--- config.mk ---
export PLATFORM = sky130hd
export DESIGN_NAME = multicycle_ctrl
export DESIGN_NICKNAME = d
export VERILOG_FILES = /design/src/rtl/mips_pkg.sv /design/src/rtl/mc_out_decode.sv /design/src/rtl/multicycle_ctrl.sv
export SDC_FILE = /design/constraint.sdc
export NUM_CORES = 1
export LEC_CHECK = 0
export ABC_AREA = 1
export CAP_MARGIN = 20
export CORE_MARGIN = 2
export CORE_UTILIZATION = 49
export DETAILED_ROUTE_END_ITERATION = 12
export PLACE_DENSITY = 0.86
export SLEW_MARGIN = 20
export SYNTH_ARGS = -nofsm -noshare
export SYNTH_HDL_FRONTEND = slang
export SYNTH_SLANG_ARGS = --single-unit
--- constraint.sdc ---
create_clock -name clk -period 2.45 [get_ports clk]
set_clock_uncertainty 0.1 [all_clocks]
set_input_delay 0.6125 -clock clk [delete_from_list [all_inputs] [get_ports clk]]
set_output_delay 0.6125 -clock clk [all_outputs]
set_load 0.02 [all_outputs]
--- src/rtl/mips_pkg.sv ---
// Shared encodings for the multi-cycle MIPS control path: opcodes, FSM states, mux selects.
// Latency: none (declarations only).
// Backpressure: not applicable.
package mips_pkg;

  localparam logic [5:0] OP_RTYPE = 6'b000000;
  localparam logic [5:0] OP_LW    = 6'b100011;
  localparam logic [5:0] OP_SW    = 6'b101011;
  localparam logic [5:0] OP_BEQ   = 6'b000100;
  localparam logic [5:0] OP_J     = 6'b000010;
  localparam logic [5:0] OP_ADDI  = 6'b001000;

  typedef enum logic [3:0] {
    ST_FETCH     = 4'd0,
    ST_DECODE    = 4'd1,
    ST_MEM_ADDR  = 4'd2,
    ST_MEM_READ  = 4'd3,
    ST_MEM_WB    = 4'd4,
    ST_MEM_WRITE = 4'd5,
    ST_EXECUTE   = 4'd6,
    ST_R_WB      = 4'd7,
    ST_BRANCH    = 4'd8,
    ST_JUMP      = 4'd9,
    ST_ADDI_EX   = 4'd10,
    ST_ADDI_WB   = 4'd11,
    ST_ILLEGAL   = 4'd12
  } state_t;

  localparam logic [1:0] SRCB_B       = 2'b00;
  localparam logic [1:0] SRCB_FOUR    = 2'b01;
  localparam logic [1:0] SRCB_IMM     = 2'b10;
  localparam logic [1:0] SRCB_IMM_SH2 = 2'b11;

  localparam logic [1:0] PCSRC_ALU    = 2'b00;
  localparam logic [1:0] PCSRC_ALUOUT = 2'b01;
  localparam logic [1:0] PCSRC_JUMP   = 2'b10;

  localparam logic [1:0] ALUOP_ADD    = 2'b00;
  localparam logic [1:0] ALUOP_SUB    = 2'b01;
  localparam logic [1:0] ALUOP_FUNCT  = 2'b10;

  // Full set of datapath controls produced by the output decoder.
  typedef struct packed {
    logic       pc_write;
    logic       pc_write_cond;
    logic       i_or_d;
    logic       mem_read;
    logic       mem_write;
    logic       ir_write;
    logic       mem_to_reg;
    logic       reg_dst;
    logic       reg_write;
    logic       alu_src_a;
    logic [1:0] alu_src_b;
    logic [1:0] alu_op;
    logic [1:0] pc_source;
    logic       instr_done;
    logic       illegal;
  } ctrl_t;

  localparam int CTRL_W = $bits(ctrl_t);

endpackage

--- src/rtl/mc_out_decode.sv ---
// Combinational decode of FSM state into datapath controls.
// Latency: zero cycles (pure combinational).
// Backpressure: mem_ready gates the fetch load strobes and store retirement only.
module mc_out_decode
  import mips_pkg::*;
(
  input  logic [3:0]        state,
  input  logic              mem_ready,
  output logic [CTRL_W-1:0] ctrl
);

  state_t st;
  ctrl_t  c;

  assign st   = state_t'(state);
  assign ctrl = c;

  // Moore decode per state; everything not named in a state stays 0.
  always_comb begin
    c = '0;
    unique case (st)
      ST_FETCH: begin
        c.mem_read  = 1'b1;
        c.alu_src_b = SRCB_FOUR;
        c.ir_write  = mem_ready;
        c.pc_write  = mem_ready;
      end
      ST_DECODE: begin
        c.alu_src_b = SRCB_IMM_SH2;
      end
      ST_MEM_ADDR: begin
        c.alu_src_a = 1'b1;
        c.alu_src_b = SRCB_IMM;
      end
      ST_MEM_READ: begin
        c.i_or_d   = 1'b1;
        c.mem_read = 1'b1;
      end
      ST_MEM_WB: begin
        c.reg_write  = 1'b1;
        c.mem_to_reg = 1'b1;
        c.instr_done = 1'b1;
      end
      ST_MEM_WRITE: begin
        // Strobe held for the whole wait; retirement only on the completing cycle.
        c.i_or_d     = 1'b1;
        c.mem_write  = 1'b1;
        c.instr_done = mem_ready;
      end
      ST_EXECUTE: begin
        c.alu_src_a = 1'b1;
        c.alu_src_b = SRCB_B;
        c.alu_op    = ALUOP_FUNCT;
      end
      ST_R_WB: begin
        c.reg_dst    = 1'b1;
        c.reg_write  = 1'b1;
        c.instr_done = 1'b1;
      end
      ST_BRANCH: begin
        c.alu_src_a     = 1'b1;
        c.alu_op        = ALUOP_SUB;
        c.pc_write_cond = 1'b1;
        c.pc_source     = PCSRC_ALUOUT;
        c.instr_done    = 1'b1;
      end
      ST_JUMP: begin
        c.pc_write   = 1'b1;
        c.pc_source  = PCSRC_JUMP;
        c.instr_done = 1'b1;
      end
      ST_ADDI_EX: begin
        c.alu_src_a = 1'b1;
        c.alu_src_b = SRCB_IMM;
      end
      ST_ADDI_WB: begin
        c.reg_write  = 1'b1;
        c.instr_done = 1'b1;
      end
      ST_ILLEGAL: begin
        c.illegal = 1'b1;
      end
      default: begin
        c = '0;
      end
    endcase
  end

endmodule

--- src/rtl/multicycle_ctrl.sv ---
// Main multi-cycle MIPS control FSM with retired-instruction counter.
// Latency: lw 5, sw/R/addi 4, beq/j 3 cycles, plus one per memory wait cycle.
// Backpressure: stalls in FETCH/MEM_READ/MEM_WRITE until mem_ready; illegal opcode halts until reset.
module multicycle_ctrl
  import mips_pkg::*;
#(
  parameter int CNT_W = 32
) (
  input  logic             clk,
  input  logic             rst_n,
  input  logic [5:0]       opcode,
  input  logic             mem_ready,
  output logic             pc_write,
  output logic             pc_write_cond,
  output logic             i_or_d,
  output logic             mem_read,
  output logic             mem_write,
  output logic             ir_write,
  output logic             mem_to_reg,
  output logic             reg_dst,
  output logic             reg_write,
  output logic             alu_src_a,
  output logic [1:0]       alu_src_b,
  output logic             alu_op1,
  output logic             alu_op0,
  output logic [1:0]       pc_source,
  output logic             instr_done,
  output logic             illegal,
  output logic [3:0]       state,
  output logic [CNT_W-1:0] instr_count
);

  state_t           state_q, state_d;
  logic             is_store_q, is_store_d;  // lw vs sw, captured in DECODE
  logic             illegal_q, illegal_d;
  logic [CNT_W-1:0] cnt_q, cnt_d;
  ctrl_t            dec;

  mc_out_decode u_out_decode (
    .state     (state_q),
    .mem_ready (mem_ready),
    .ctrl      (dec)
  );

  // Next-state, opcode capture, sticky illegal flag and retirement count.
  always_comb begin
    state_d    = state_q;
    is_store_d = is_store_q;
    illegal_d  = illegal_q;
    cnt_d      = cnt_q + CNT_W'(dec.instr_done);
    unique case (state_q)
      ST_FETCH:     if (mem_ready) state_d = ST_DECODE;
      ST_DECODE: begin
        unique case (opcode)
          OP_LW:    begin state_d = ST_MEM_ADDR; is_store_d = 1'b0; end
          OP_SW:    begin state_d = ST_MEM_ADDR; is_store_d = 1'b1; end
          OP_RTYPE: state_d = ST_EXECUTE;
          OP_BEQ:   state_d = ST_BRANCH;
          OP_J:     state_d = ST_JUMP;
          OP_ADDI:  state_d = ST_ADDI_EX;
          default:  begin state_d = ST_ILLEGAL; illegal_d = 1'b1; end
        endcase
      end
      ST_MEM_ADDR:  state_d = is_store_q ? ST_MEM_WRITE : ST_MEM_READ;
      ST_MEM_READ:  if (mem_ready) state_d = ST_MEM_WB;
      ST_MEM_WB:    state_d = ST_FETCH;
      ST_MEM_WRITE: if (mem_ready) state_d = ST_FETCH;
      ST_EXECUTE:   state_d = ST_R_WB;
      ST_R_WB:      state_d = ST_FETCH;
      ST_BRANCH:    state_d = ST_FETCH;
      ST_JUMP:      state_d = ST_FETCH;
      ST_ADDI_EX:   state_d = ST_ADDI_WB;
      ST_ADDI_WB:   state_d = ST_FETCH;
      ST_ILLEGAL:   state_d = ST_ILLEGAL;
      default:      state_d = ST_FETCH;
    endcase
  end

  // State, capture and counter registers with synchronous active-low reset.
  always_ff @(posedge clk) begin
    if (!rst_n) begin
      state_q    <= ST_FETCH;
      is_store_q <= 1'b0;
      illegal_q  <= 1'b0;
      cnt_q      <= '0;
    end else begin
      state_q    <= state_d;
      is_store_q <= is_store_d;
      illegal_q  <= illegal_d;
      cnt_q      <= cnt_d;
    end
  end

  // Write enables (and retirement) are suppressed while reset is asserted.
  assign pc_write      = dec.pc_write      & rst_n;
  assign pc_write_cond = dec.pc_write_cond & rst_n;
  assign ir_write      = dec.ir_write      & rst_n;
  assign reg_write     = dec.reg_write     & rst_n;
  assign mem_write     = dec.mem_write     & rst_n;
  assign instr_done    = dec.instr_done    & rst_n;

  assign i_or_d      = dec.i_or_d;
  assign mem_read    = dec.mem_read;
  assign mem_to_reg  = dec.mem_to_reg;
  assign reg_dst     = dec.reg_dst;
  assign alu_src_a   = dec.alu_src_a;
  assign alu_src_b   = dec.alu_src_b;
  assign alu_op1     = dec.alu_op[1];
  assign alu_op0     = dec.alu_op[0];
  assign pc_source   = dec.pc_source;
  assign illegal     = illegal_q | dec.illegal;
  assign state       = state_q;
  assign instr_count = cnt_q;

endmodule

Word-level counts from Yosys, hierarchy flattened
Index checks and enable logic that the tools add are counted.

word-level totals
  register bits after elaboration = 38
  latch bits = 0
  bits in writable memories = 0
  bits in read-only memories = 0
  bits of input ports = 9
  output and inout bits = 54
  memories kept = 0

operators by class
  add/sub/neg operators = 1
  multipliers = 0
  div/mod/pow operators = 0
  $lt $le $gt $ge = 0
  eq/ne operators = 20
  shifts and indexed selects = 0
  multiplexer cells = 22
  bitwise logic cells = 8
  reduce and logical (&&, ||, !) cells = 14

operators with widths
  cell                                           number
  adder 32 x 1 -> 32 bit                         1
  one-hot mux 4 bit (8 select lines)             1
  == test 4 bit, second input constant           5
  one-hot mux 4 bit (5 select lines)             1
  == test 4 x 3 -> 1 bit, second input constant  4
  == test 6 bit, second input constant           2
  2-to-1 mux 4 bit                               3
  2-to-1 mux 1 bit                               10
  == test 4 x 2 -> 1 bit, second input constant  2
  one-hot mux 2 bit (2 select lines)             2
  OR reduction 2 bit                             4
  AND 1 bit                                      6
  == test 6 x 2 -> 1 bit, second input constant  1
  == test 6 x 3 -> 1 bit, second input constant  1
  == test 6 x 4 -> 1 bit, second input constant  1
  logical NOT 6 bit                              1
  inequality test 2 bit, second input constant   3
  one-hot mux 1 bit (2 select lines)             3
  one-hot mux 2 bit (3 select lines)             1
  OR reduction 6 bit                             1
  OR reduction 5 bit                             1
  == test 4 x 1 -> 1 bit, second input constant  1
  logical NOT 4 bit                              1
  AND reduction 2 bit                            2
  7 further kinds                                7

Logic depth before layout (Yosys ltp)
Gate-level depths: netlist of run 1.

  depth after elaboration = 4
  gate-level depth with buffers = 15

By module
Synthesis of run 1 repeated with hierarchy kept, for this count alone.

second synthesis, totals
  cells, all modules = 389
  area total of the unflattened synthesis = 2414.8 um^2

by module, submodules not included
  module           instances  cells each  area an instance (um^2)  sequential area each (um^2)
  multicycle_ctrl  1          341         2194.6                   760.7
  mc_out_decode    1          48          220.2                    0.0

Least setup slack after synthesis of run 1
OpenSTA, ideal clock, no wires.

  kind = reg-to-reg
  from = register state_q[2], in the netlist state[2]
  to = register cnt_q[24], in the netlist instr_count[24]
  arrival time = 2.358 ns
  slack = -0.141 ns
  stages on the path, launching flop included = 16
  buffers on the path = 0
  period minus slack after synthesis = 2.591 ns
  cell sequence = dfxtp_1 -> inv_1 -> nor2_1 -> inv_1 -> nor2_1 -> a21oi_1 -> nand3_1 -> ha_1 -> ha_1 -> nand2_1 -> nor2_2 -> nand2_1 -> inv_1 -> nand2_1 -> nand2_1 -> a21oi_1

on the way
  word-level cells in the longest chain between the ends = 4
  elaborated cells on any way between the ends = 9

ends and longest elaborated chain
  what                                                     line                   source
  start: declaration                                       multicycle_ctrl.sv:33  state_t state_q, state_d;
  start signal: assignment                                 multicycle_ctrl.sv:87  state_q <= state_d;
  == test 4 x 3 -> 1 bit or == test 4 bit (tied branches)  mc_out_decode.sv:21    unique case (st)
  OR reduction 5 bit (no source line)                      -
  one-hot mux 1 bit (2 select lines) *                     mc_out_decode.sv:21
  adder 32 x 1 -> 32 bit *                                 multicycle_ctrl.sv:50  cnt_d = cnt_q + CNT_W'(dec.instr_done);
  end signal: assignment                                   multicycle_ctrl.sv:90  cnt_q <= cnt_d;
  end: declaration                                         multicycle_ctrl.sv:36  logic [CNT_W-1:0] cnt_q, cnt_d;

Mark *: on every way between the ends. The rest lies on a longest branch, timed or not.
A chain may end at the register's enable or synchronous reset.

Worst setup path after layout of run 1
  from = input port rst_n
  to = output port mem_write

on the way
  word-level cells in the longest chain between the ends = 1

ends and longest elaborated chain
  what                line                   source
  start: declaration  multicycle_ctrl.sv:10  input logic rst_n,
  AND 1 bit           multicycle_ctrl.sv:99  assign mem_write = dec.mem_write & rst_n;
  end: declaration    multicycle_ctrl.sv:17  output logic mem_write,

Every way passes these cells.

==> impl_results.md, run 1 <==
- Remaining DRCs: 0
- Final worst path period share: 0.976
- Number of nets still failing antenna checks after routing: 0
- Reg-to-reg slack, setup: 180 ps
- # clock sinks: 38
- Die Width: 73.7 µm
- Slowest cell on the critical path: clkdlybuf4s50_1
- Worst slew slack as a fraction of its limit: 0.781
- Last weighted congestion value of the routability-driven placer: 0.921
- Post-synthesis instance area: 2380 µm²
- Synthesized-area fraction occupied by xor and xnor cells: 0.0147
- Fmax: 418 MHz
- Count of placed standard cells including taps: 507
- Distinct cell type count of the synthesized netlist: 27
- Wire length of the first global-routing pass: 10.7 mm
- Met3 Usage GRT: 0.0672
- Leakage: 0.00140 µW
- Clock tree from TritonCTS: yes
- Master cell of the clock root buffer: clkbuf_8
- Run status: finished clean
- Drt via density: 5.25
- Max incr delay on CP: 540 ps
- Deepest clock path buffer count: 2
- Top cell family by delay on the critical path: buffers and inverters
- Count of buffering cells on the critical path with inverters included: 3
- Proportion of layout cells with a drive suffix above 1: 0.177
- Main combinational cell family by area after synthesis: simple AND/OR/NAND/NOR gates
- Total grt overflow: 0
- Finished Cell Area: 3350 µm²
- Depth of the most critical reg-to-reg path: 14
- Port Buf Inserts: 62
- Wire length per cell: 12.9 µm
- TritonCTS Buffers: 5
- Seq cells post-synth: 38
- Post-layout min period: 2390 ps
- Number of global-route vias before repair: 2,540
- Worst skew pair latency: 290 ps
- Nets: 472
- Critical Path, Cell by Cell: clkdlybuf4s50_1, inv_2, nor2_1, dlygate4sd2_1
- Async set or reset register ratio after synthesis: 0
- Pin count of the biggest net entering global routing: 26
- Antenna violations before repair: 0
- Most used flip-flop cell after synthesis: dfxtp_1
- Setup repair after global routing missed its margin: true
- Busiest layer in global routing: met2
- Clock slew at reported path FFs: 80 ps
- Critical path launch point type: input port
- Worst hold slack across all endpoints: 379 ps
- Rows: 25
- Slew of the pin with the lowest slew margin: 325 ps
- Post-Route WL: 6.64 mm
- Routing usage on met2: 0.438
- Arrival time of the worst setup path: 1680 ps
- Worst Hold Endpoint: instr_count[31]
- Area of the placeable core: 4690 µm²
- Reg-to-reg critical path startpoint: state[3]
- Synthesized net count: 387
- Class of the worst hold path: reg -> reg
- Y dimension of the die: 73.7 µm
- Share of the synthesized area in compound gates (AO/OA/AOI/OAI): 0.103
- Worst Min Path Start: instr_count[31]
- Footprint of the flip-flops and latches: 766 µm²
- Required time at the endpoint of the critical path: 1740 ps
- Count of pins over their slew limit: 0
- Worst setup path start: rst_n
- Overall die area: 5440 µm²
- Fraction of the mapped netlist area in adder cells: 0.0105
- Leading cell type in the layout, fill and taps excluded: nand2_1
- Hold path cells: 2
- Overall routing resource usage: 0.254
- Synthesized area per cell: 6.34 µm²
- Fill cell count: 396
- Number of levels in the clock H-tree: 2
- Met1 Track Usage GR: 0.284
- Seq/Total Area, Yosys: 0.319
- Fin. Hold Viols: 0
- Multiplexer share of the synthesized area: 0
- Count of antenna diodes in the layout: 0
- Post-place instance area: 3200 µm²
- R2r endpoint: instr_count[20]
- Post-layout total power: 1960 µW
- Largest fanout on the critical path: 7
- EDFF count, synth: 0
- Via count: 2,707
- Number of cells produced by synthesis: 376
- Post-synthesis simple-gate area fraction: 0.449
- WS Path Type: in -> out
- Total power per unit cell area: 584 nW/µm²
- Worst IR drop on VDD: 0.422 mV
- Commonest cells after routing, fill and taps aside: 99 x nand2_1, 50 x nor2_1, 50 x inv_1
- Total iterations of the first detailed-routing run: 5
- Total setup violations reported at the end of the flow: 0
- Area of combinational cells with multiple inputs: 1400 µm²
- Starting DRC count in detailed routing: 220
- Yosys warning total: 0
- Initial core utilization: 0.508
- Area growth from synthesis to layout: 40.6%
- Number of I/O pins: 63
- Total half-perimeter wirelength after legalization and detailed placement: 4.97 mm
- Total of max-cap violations: 0
- Type of element capturing the critical path: output port
- Post-route insts no fill: 516
## synthesized netlist by cell type (2+ instances only)
cell type,instances,area (µm²)
clkbuf_1,4,15.0
nor2_4,3,33.8
o21ai_0,14,70.1
inv_1,52,195
nand2_2,9,56.3
nand4_1,4,25.0
nor2_1,52,195
nand3_2,4,40.0
nor3_1,7,35.0
ha_1,2,25.0
xor2_1,4,35.0
nand3_1,16,80.1
nor3_2,5,50.1
inv_2,7,26.3
nor3_4,2,32.5
dfxtp_1,38,761
a21oi_1,31,155
nand2_1,99,372
nor2_2,7,43.8
nand3b_1,9,67.6
## worst max path at each step
stage	endpoint	slack [ps]	cells after the start
2_1_floorplan	instr_count[24]	10	14
3_3_place_gp	pc_write	-330	4
3_5_place_dp	pc_write	-330	4
4_1_cts	pc_write_cond	0.4	4
5_1_grt	instr_count[28]	-8	12
6_report	mem_write	60	4
## registers in the layout (all words and copies together) (netlist names)
name,cells
is_store_q,1
state,4
instr_count,32
illegal_q,1
## cell families after synthesis
group / after synthesis
AO/OA/AOI/OAI: 48
XOR/XNOR: 4
adder cells (fa/ha/maj): 2
buffers and inverters: 65
flip-flops: 38
AND/OR/NAND/NOR: 219
## stage by stage
stage	worst slack, ps	util	TNS, ps
2_1_floorplan	12.8	-	0
3_3_place_gp	-326	0.682	-3830
3_5_place_dp	-335	0.682	-4720
4_1_cts	0.446	0.710	0
5_1_grt	-7.97	0.714	-11.9
6_report	59.1	0.714	0
## layout make-up
cell class                      count  share of cell area
Multi-Input combinational cell    273               0.418
Timing Repair Buffer               83               0.223
Clock inverter                      2              0.0179
Clock buffer                        6              0.0247
Tap cell                           54              0.0202
Sequential cell                    38               0.229
Inverter                           60              0.0672
## metal layers
layer,vias to the layer above,part of all wire,wire length [µm]
li1,1346,-,-
met1,1197,0.39,2590
met2,138,0.49,3270
met3,26,0.083,551
met4,0,0.035,229
met5,-,0,0
## power breakdown
| part | total, µW | switching, µW | leakage (µW) | internal (µW) |
|---|---|---|---|---|
| combinational | 604 | 356 | 0.00102 | 248 |
| sequential | 686 | 34.4 | 0.000308 | 652 |
| clock | 666 | 231 | 0.0000714 | 434 |
| total | 1960 | 622 | 0.00140 | 1330 |
## worst reg2reg max path: cells and delay by family, from the launching register on
kind                       cells  cell delay, ps
and+or+nand+nor                7             570
AOI/OAI and AO/OA              2             350
DFF                            1             400
buffers and inverters          3             380
adders and majority gates      2             400
## timing repair
action	4_1_cts	5_1_grt
pin swaps	0	1
cloned	0	0
setup buffers	0	1
hold buffers	0	0
gates resized for setup	22	21
setup endpoints to repair	15	18
Power figures use the tool's default switching activity.
==> run 2, diff against run 1 <==
- CTS_CLUSTER_DIAMETER: unset -> 200
==> results of run 2 <==
Same layout as run 1: the final DEF is identical, and so are final timing and power.
